--- config.mk ---
export PLATFORM = sky130hd
export DESIGN_NAME = tone_scheduler
export DESIGN_NICKNAME = d
export VERILOG_FILES = /design/src/rtl/buzzer_pkg.sv /design/src/rtl/ms_tick_gen.sv /design/src/rtl/tone_scheduler.sv
export SDC_FILE = /design/constraint.sdc
export NUM_CORES = 1
export LEC_CHECK = 0
export ABC_AREA = 0
export CAP_MARGIN = 20
export CORE_ASPECT_RATIO = 1.4
export CORE_MARGIN = 1
export CORE_UTILIZATION = 30
export DETAILED_ROUTE_END_ITERATION = 8
export SKIP_CTS_REPAIR_TIMING = 1
export SYNTH_ARGS = -nofsm -noshare
export SYNTH_HDL_FRONTEND = slang
export SYNTH_HIERARCHICAL = 1
export SYNTH_SLANG_ARGS = --single-unit
--- constraint.sdc ---
create_clock -name hwclk_i -period 3.3 [get_ports hwclk_i]
set_clock_uncertainty 0.15 [all_clocks]
set_input_delay 0.825 -clock hwclk_i [delete_from_list [all_inputs] [get_ports hwclk_i]]
set_output_delay 0.825 -clock hwclk_i [all_outputs]
set_load 0.02 [all_outputs]
--- src/rtl/buzzer_pkg.sv ---
// Shared types and constants for the buzzer tone scheduler: state encoding,
// field widths and the note ROM word layout {half_period, duration}.
package buzzer_pkg;

    localparam int HP_W  = 16;
    localparam int DUR_W = 16;
    localparam int ROM_W = HP_W + DUR_W;

    localparam int HP_MSB  = 31;
    localparam int HP_LSB  = 16;
    localparam int DUR_MSB = 15;
    localparam int DUR_LSB = 0;

    localparam int DEF_TICK_DIV = 12000;
    localparam int DEF_NOTES    = 32;

    typedef enum logic [2:0] {
        ST_IDLE,
        ST_FETCH,
        ST_LOAD,
        ST_PLAY,
        ST_BEEP
    } state_e;

    function automatic logic [HP_W-1:0] rom_hp(input logic [ROM_W-1:0] word);
        return word[HP_MSB:HP_LSB];
    endfunction

    function automatic logic [DUR_W-1:0] rom_dur(input logic [ROM_W-1:0] word);
        return word[DUR_MSB:DUR_LSB];
    endfunction

endpackage

--- src/rtl/ms_tick_gen.sv ---
// Free-running prescaler: counts 0..TICK_DIV-1 and flags the wrap cycle as a
// duration tick. It never restarts on scheduler state changes.
module ms_tick_gen
    import buzzer_pkg::*;
#(
    parameter int TICK_DIV = DEF_TICK_DIV
)(
    input  logic clk_i,
    input  logic rst_i,
    output logic tick_o
);

    localparam int               CNT_W = (TICK_DIV > 1) ? $clog2(TICK_DIV) : 1;
    localparam logic [CNT_W-1:0] LAST  = CNT_W'(TICK_DIV - 1);

    logic [CNT_W-1:0] cnt_q;
    logic [CNT_W-1:0] cnt_d;

    assign tick_o = (cnt_q == LAST);

    always_comb begin
        cnt_d = tick_o ? '0 : cnt_q + 1'b1;
    end

    always_ff @(posedge clk_i) begin
        if (rst_i) begin
            cnt_q <= '0;
        end else begin
            cnt_q <= cnt_d;
        end
    end

endmodule

--- src/rtl/tone_scheduler.sv ---
// Drives the buzzer half-period from a melody note ROM and lets a one-shot key
// beep preempt the melody, which then resumes the interrupted note.
//
//   state | meaning
//   IDLE  | silent; accepts a beep or a melody start
//   FETCH | rom_addr = idx presented to the note ROM
//   LOAD  | rom_data captured: end marker or start of a note
//   PLAY  | note sounding, rem counts ticks down
//   BEEP  | beep sounding; a paused melody resumes afterwards
module tone_scheduler
    import buzzer_pkg::*;
#(
    parameter  int TICK_DIV = DEF_TICK_DIV,
    parameter  int NOTES    = DEF_NOTES,
    localparam int ADDR_W   = $clog2(NOTES)
)(
    input  logic              hwclk_i,
    input  logic              rst_i,
    input  logic              melody_start_i,
    input  logic              melody_stop_i,
    input  logic              beep_req_i,
    input  logic [HP_W-1:0]   beep_hp_i,
    input  logic [DUR_W-1:0]  beep_ticks_i,
    output logic              beep_ack_o,
    output logic [ADDR_W-1:0] rom_addr_o,
    input  logic [ROM_W-1:0]  rom_data_i,
    output logic [HP_W-1:0]   tone_hp_o,
    output logic              busy_o,
    output logic              melody_done_o
);

    localparam logic [ADDR_W-1:0] IDX_LAST = ADDR_W'(NOTES - 1);
    localparam logic [DUR_W-1:0]  DUR_ONE  = DUR_W'(1);

    state_e            state_q;
    logic [ADDR_W-1:0] idx_q;
    logic [ADDR_W-1:0] rom_addr_q;
    logic [DUR_W-1:0]  rem_q;
    logic [DUR_W-1:0]  saved_rem_q;
    logic [HP_W-1:0]   saved_hp_q;
    logic [HP_W-1:0]   tone_hp_q;
    logic              beep_ack_q;
    logic              done_q;
    logic              paused_q;
    logic              start_pend_q;

    logic              tick;
    logic              start_ok;
    logic              last_tick;
    logic [HP_W-1:0]   note_hp;
    logic [DUR_W-1:0]  note_dur;
    logic [HP_W-1:0]   beep_tone;

    ms_tick_gen #(
        .TICK_DIV (TICK_DIV)
    ) u_tick (
        .clk_i  (hwclk_i),
        .rst_i  (rst_i),
        .tick_o (tick)
    );

    // A stop in the same cycle always beats a start.
    assign start_ok  = melody_start_i & ~melody_stop_i;
    assign last_tick = tick & (rem_q == DUR_ONE);
    assign note_hp   = rom_hp(rom_data_i);
    assign note_dur  = rom_dur(rom_data_i);
    assign beep_tone = (beep_ticks_i == '0) ? '0 : beep_hp_i;

    always_ff @(posedge hwclk_i) begin
        if (rst_i) begin
            state_q      <= ST_IDLE;
            idx_q        <= '0;
            rom_addr_q   <= '0;
            rem_q        <= '0;
            saved_rem_q  <= '0;
            saved_hp_q   <= '0;
            tone_hp_q    <= '0;
            beep_ack_q   <= 1'b0;
            done_q       <= 1'b0;
            paused_q     <= 1'b0;
            start_pend_q <= 1'b0;
        end else begin
            beep_ack_q <= 1'b0;
            done_q     <= 1'b0;

            case (state_q)
                ST_IDLE: begin
                    if (beep_req_i) begin
                        beep_ack_q <= 1'b1;
                        rem_q      <= beep_ticks_i;
                        tone_hp_q  <= beep_tone;
                        state_q    <= ST_BEEP;
                        if (start_ok) begin
                            start_pend_q <= 1'b1;
                        end
                    end else if (start_ok || start_pend_q) begin
                        idx_q        <= '0;
                        rom_addr_q   <= '0;
                        start_pend_q <= 1'b0;
                        state_q      <= ST_FETCH;
                    end
                end

                ST_FETCH: begin
                    if (melody_stop_i) begin
                        tone_hp_q    <= '0;
                        paused_q     <= 1'b0;
                        start_pend_q <= 1'b0;
                        state_q      <= ST_IDLE;
                    end else begin
                        state_q <= ST_LOAD;
                    end
                end

                ST_LOAD: begin
                    if (melody_stop_i) begin
                        tone_hp_q    <= '0;
                        paused_q     <= 1'b0;
                        start_pend_q <= 1'b0;
                        state_q      <= ST_IDLE;
                    end else if (note_dur == '0) begin
                        tone_hp_q <= '0;
                        done_q    <= 1'b1;
                        idx_q     <= '0;
                        state_q   <= ST_IDLE;
                    end else begin
                        rem_q     <= note_dur;
                        tone_hp_q <= note_hp;
                        state_q   <= ST_PLAY;
                    end
                end

                ST_PLAY: begin
                    if (melody_stop_i) begin
                        tone_hp_q    <= '0;
                        paused_q     <= 1'b0;
                        start_pend_q <= 1'b0;
                        state_q      <= ST_IDLE;
                    end else if (beep_req_i) begin
                        // The tick coinciding with the preemption is dropped;
                        // it stays within the one-tick phase tolerance.
                        beep_ack_q  <= 1'b1;
                        saved_rem_q <= rem_q;
                        saved_hp_q  <= tone_hp_q;
                        paused_q    <= 1'b1;
                        rem_q       <= beep_ticks_i;
                        tone_hp_q   <= beep_tone;
                        state_q     <= ST_BEEP;
                    end else if (last_tick) begin
                        if (idx_q == IDX_LAST) begin
                            tone_hp_q <= '0;
                            done_q    <= 1'b1;
                            idx_q     <= '0;
                            state_q   <= ST_IDLE;
                        end else begin
                            idx_q      <= idx_q + 1'b1;
                            rom_addr_q <= idx_q + 1'b1;
                            state_q    <= ST_FETCH;
                        end
                    end else if (tick) begin
                        rem_q <= rem_q - 1'b1;
                    end
                end

                ST_BEEP: begin
                    if (melody_stop_i) begin
                        paused_q     <= 1'b0;
                        start_pend_q <= 1'b0;
                    end else if (melody_start_i && !paused_q) begin
                        start_pend_q <= 1'b1;
                    end

                    if (rem_q == '0 || last_tick) begin
                        if (paused_q && !melody_stop_i) begin
                            tone_hp_q <= saved_hp_q;
                            rem_q     <= saved_rem_q;
                            paused_q  <= 1'b0;
                            state_q   <= ST_PLAY;
                        end else begin
                            tone_hp_q <= '0;
                            state_q   <= ST_IDLE;
                        end
                    end else if (tick) begin
                        rem_q <= rem_q - 1'b1;
                    end
                end

                default: begin
                    state_q <= ST_IDLE;
                end
            endcase
        end
    end

    assign beep_ack_o    = beep_ack_q;
    assign rom_addr_o    = rom_addr_q;
    assign tone_hp_o     = tone_hp_q;
    assign melody_done_o = done_q;
    assign busy_o        = (state_q != ST_IDLE);

endmodule

==> results of run 1 <==
[worst paths after layout]
| path | cells after the start | from | to |
|---|---|---|---|
| worst max register to register | 8 | u_tick/cnt_q[1] | rem_q[11] |
| worst max-delay path | 8 | u_tick/cnt_q[1] | rem_q[11] |
| worst min-delay path | 2 | rom_addr_o[2] | rom_addr_o[2] |
| worst min register to register | 2 | rom_addr_o[2] | rom_addr_o[2] |
[layout make-up]
class	instances	area, um2	share of cell area, %
Multi-Input combinational cell	490	3220	46.3
Clock buffer	9	225	3.24
Tap cell	236	295	4.24
Sequential cell	95	1900	27.3
Timing Repair Buffer	131	1220	17.6
Clock inverter	7	55.1	0.791
Inverter	9	33.8	0.486
[power by group]
group | internal [mW] | switching [mW]
registers | 1.26 | 0.147
logic | 0.549 | 0.702
clock network | 0.521 | 0.491
[through the flow]
step / power, mW / util [%] / hold slack, ns / setup TNS, ns
2_1_floorplan: 2.18 / - / 0.286 / 0
3_3_place_gp: 2.66 / 38.1 / 0.294 / -0.0636
3_5_place_dp: 2.66 / 38.1 / 0.299 / 0
4_1_cts: 3.69 / 39.7 / 0.309 / 0
5_1_grt: 3.85 / 39.8 / 0.326 / 0
6_report: 3.67 / 39.8 / 0.305 / 0
[cells by family after synthesis]
group                    synth area share, %
buffers and inverters                   5.62
flip-flops                              35.1
AND/OR/NAND/NOR                         26.3
AO/OA/AOI/OAI                           27.8
multiplexers                           0.370
adder cells (fa/ha/maj)                 1.39
XOR/XNOR                                3.40
[tightest hold or removal path, cell delays in order, from the launching register on]
cell and delay [ns]:
sky130_fd_sc_hd__dfxtp_1 0.31, sky130_fd_sc_hd__nand2_1 0.05, sky130_fd_sc_hd__a21oi_1 0.05
[synthesized netlist by cell type, types with 3 or more instances]
| library cell | n |
|---|---|
| sky130_fd_sc_hd__a2111oi_0 | 3 |
| sky130_fd_sc_hd__buf_6 | 5 |
| sky130_fd_sc_hd__xnor2_1 | 12 |
| sky130_fd_sc_hd__clkbuf_1 | 35 |
| sky130_fd_sc_hd__a221oi_1 | 13 |
| sky130_fd_sc_hd__o21ai_0 | 24 |
| sky130_fd_sc_hd__o211ai_1 | 6 |
| sky130_fd_sc_hd__nand4_1 | 11 |
| sky130_fd_sc_hd__a211oi_1 | 30 |
| sky130_fd_sc_hd__o41ai_1 | 6 |
| sky130_fd_sc_hd__a222oi_1 | 17 |
| sky130_fd_sc_hd__nand2_1 | 91 |
| sky130_fd_sc_hd__nor3_1 | 33 |
| sky130_fd_sc_hd__inv_1 | 9 |
| sky130_fd_sc_hd__dfxtp_1 | 95 |
| sky130_fd_sc_hd__ha_1 | 6 |
| sky130_fd_sc_hd__xor2_1 | 9 |
| sky130_fd_sc_hd__and3_1 | 6 |
| sky130_fd_sc_hd__or2_2 | 4 |
| sky130_fd_sc_hd__a21oi_1 | 54 |
| sky130_fd_sc_hd__nor4_1 | 14 |
| sky130_fd_sc_hd__or3_1 | 8 |
| sky130_fd_sc_hd__nor4_2 | 4 |
| sky130_fd_sc_hd__a22o_1 | 9 |
| sky130_fd_sc_hd__nor2_2 | 3 |
| sky130_fd_sc_hd__a31oi_1 | 7 |
| sky130_fd_sc_hd__nor2_4 | 8 |
| sky130_fd_sc_hd__and4_1 | 4 |
| sky130_fd_sc_hd__nand3_1 | 15 |
| sky130_fd_sc_hd__buf_2 | 11 |
| sky130_fd_sc_hd__nor2b_1 | 5 |
| sky130_fd_sc_hd__o32ai_2 | 9 |
| sky130_fd_sc_hd__nand2b_1 | 10 |
| sky130_fd_sc_hd__nor2_1 | 24 |
[per-layer routing]
metal	up-vias	track usage (%)	routed length, um
li1	2644	-	-
met1	2591	23.2	7240
met2	211	31.5	8260
met3	32	3.55	1160
met4	0	9.09	588
met5	-	0	0
[state kept, by name, indices dropped and copies added (netlist names), 3 cells and up]
| name | flops |
|---|---|
| tone_hp_o | 16 |
| state_q | 3 |
| idx_q | 5 |
| saved_rem_q | 16 |
| saved_hp_q | 16 |
| rem_q | 16 |
| u_tick/cnt_q | 14 |
| rom_addr_o | 5 |
==> implementation parameters, run 1 <==
Parameter                              Value

Yosys
  Net count after synthesis    722
  Unique masters post-synth    70
  Number of instances in the synthesized netlist    647
  Post-synthesis register bit count    95
  Fraction of post-synthesis cell area in the top cell type by area    35.1%
  Sequential share of the synthesized area    35.1%
  Cell area after technology mapping    0.00541 mm2
  Async set-reset flop share out of synthesis    0%
  Cells taking the most area after synthesis    sky130_fd_sc_hd__dfxtp_1 35%, sky130_fd_sc_hd__nand2_1 6.3%, sky130_fd_sc_hd__a21oi_1 5.0%
  Cell type contributing the most total cell area after synthesis    sky130_fd_sc_hd__dfxtp_1
  Post-synth EDFFs    0
  Synthesis warning total    6
  Average cell area after synthesis    8.37 um2
  Predominant post-synthesis flop cell    sky130_fd_sc_hd__dfxtp_1

Timing
  Final count of pins violating max slew    0
  Setup repair after global routing missed its margin    no
  Final Hold Fails    0
  Headroom to the max-slew limit    51.3%
  Final setup slack of the worst path    0.231 ns
  Fmax achieved    0.326 GHz
  Final cycle utilization of the critical path    93.0%
  Final min period    3.07 ns
  Slew at the pin with the worst max-slew slack    0.731 ns
  Total of endpoints with negative setup slack in the final report    0

Placed design
  Dpl hpwl    11.9 mm
  DP Area    0.00666 mm2
  # placed instances    960
  Final weighted congestion of routability-driven global placement    0.913
  # port buffers    92
  Setup Slack @ Placement    0.0798 ns

Run status
  Run status    finished clean

Finish
  Final instance count without filler cells    977
  N_diodes    0
  Commonest cells after routing, fill and taps aside    95 x sky130_fd_sc_hd__dfxtp_1, 91 x sky130_fd_sc_hd__nand2_1, 91 x sky130_fd_sc_hd__clkdlybuf4s50_1
  Most common cell after layout, fill and taps aside    sky130_fd_sc_hd__dfxtp_1
  Fill cell total of the finished layout    1,785
  Share of cells above drive strength 1    13.1%
  Design area    0.00696 mm2
  Area added between synthesis and finish    28.5%
  Number of nets in the layout    811

Clock network
  Clock slew seen by the registers of the worst setup and hold paths    0.08 ns
  Clock tree from TritonCTS    done
  Htree depth    3
  Maximum buffer depth of the clock tree    2
  Clock root cell    sky130_fd_sc_hd__clkbuf_16
  Clock sink total    95
  Clock buffers created by TritonCTS    9
  Clock network latency to the later pin of the worst-skew pair    0.35 ns

Floorplanning
  Initial Util    31.0%
  Number of rows in the core area    57
  Number of top-level design ports    93
  Core region area    0.0175 mm2
  Die Span Y    161 um
  Chip width    116 um
  Die footprint    0.0186 mm2

Worst setup path
  Register-to-Register Setup Slack    0.23 ns
  Total buffers and inverters traversed by the critical path    0
  Family with the most delay on the worst path    simple AND/OR/NAND/NOR gates
  Cells along the critical path    ha_1 -> and4_4 -> and4b_4 -> or4b_1 -> or3_1 -> a2111oi_1 -> a211oi_1 -> o32ai_2
  Delay of the slowest cell on the worst path    0.55 ns
  Startpoint kind of the worst setup timing path    register
  Required time reported for the critical path endpoint    3.42 ns
  Signal arrival time at the worst endpoint    3.19 ns
  Slowest stage cell on the critical path    sky130_fd_sc_hd__or4b_1
  CP Class    register to register
  Biggest fanout along the worst timing path    5
  Kind of end point of the critical path    register

Routing
  Routed Wire Length    17.2 mm
  Detailed-route wire length per cell    17.6 um
  Antenna Nets Post-Route    0
  Router iterations before antenna repair    5
  Violation count after the first detailed-route iteration    460
  Count of vias placed by the detailed router    5,478
  Routed via count divided by cell count    5.61
  Post-route DRC violation count    0

GRT
  Congestion Overflow GR    0
  Vias in the first global route    5,308
  First-pass GRT wire length    27.6 mm
  Number of antenna violations at the first check in global routing    0
  Overall track demand over capacity in global routing    18.9%
  Pin count of the biggest net entering global routing    39

Min path
  Min-Delay Path Class    register to register

Power and ir drop
  Cell leakage power    2.32 nW
  Power density over the cells    527 mW/mm2
  Worst supply voltage drop on vdd    0.258 mV

Job
  Max Cap Violations    0
(Power assumes the default switching activity.)
==> inputs of run 2 (changes only) <==
Settings changed: CTS_CLUSTER_DIAMETER from default to 40.
==> results of run 2 <==
Final layout, timing and power as in run 1 (identical DEF).
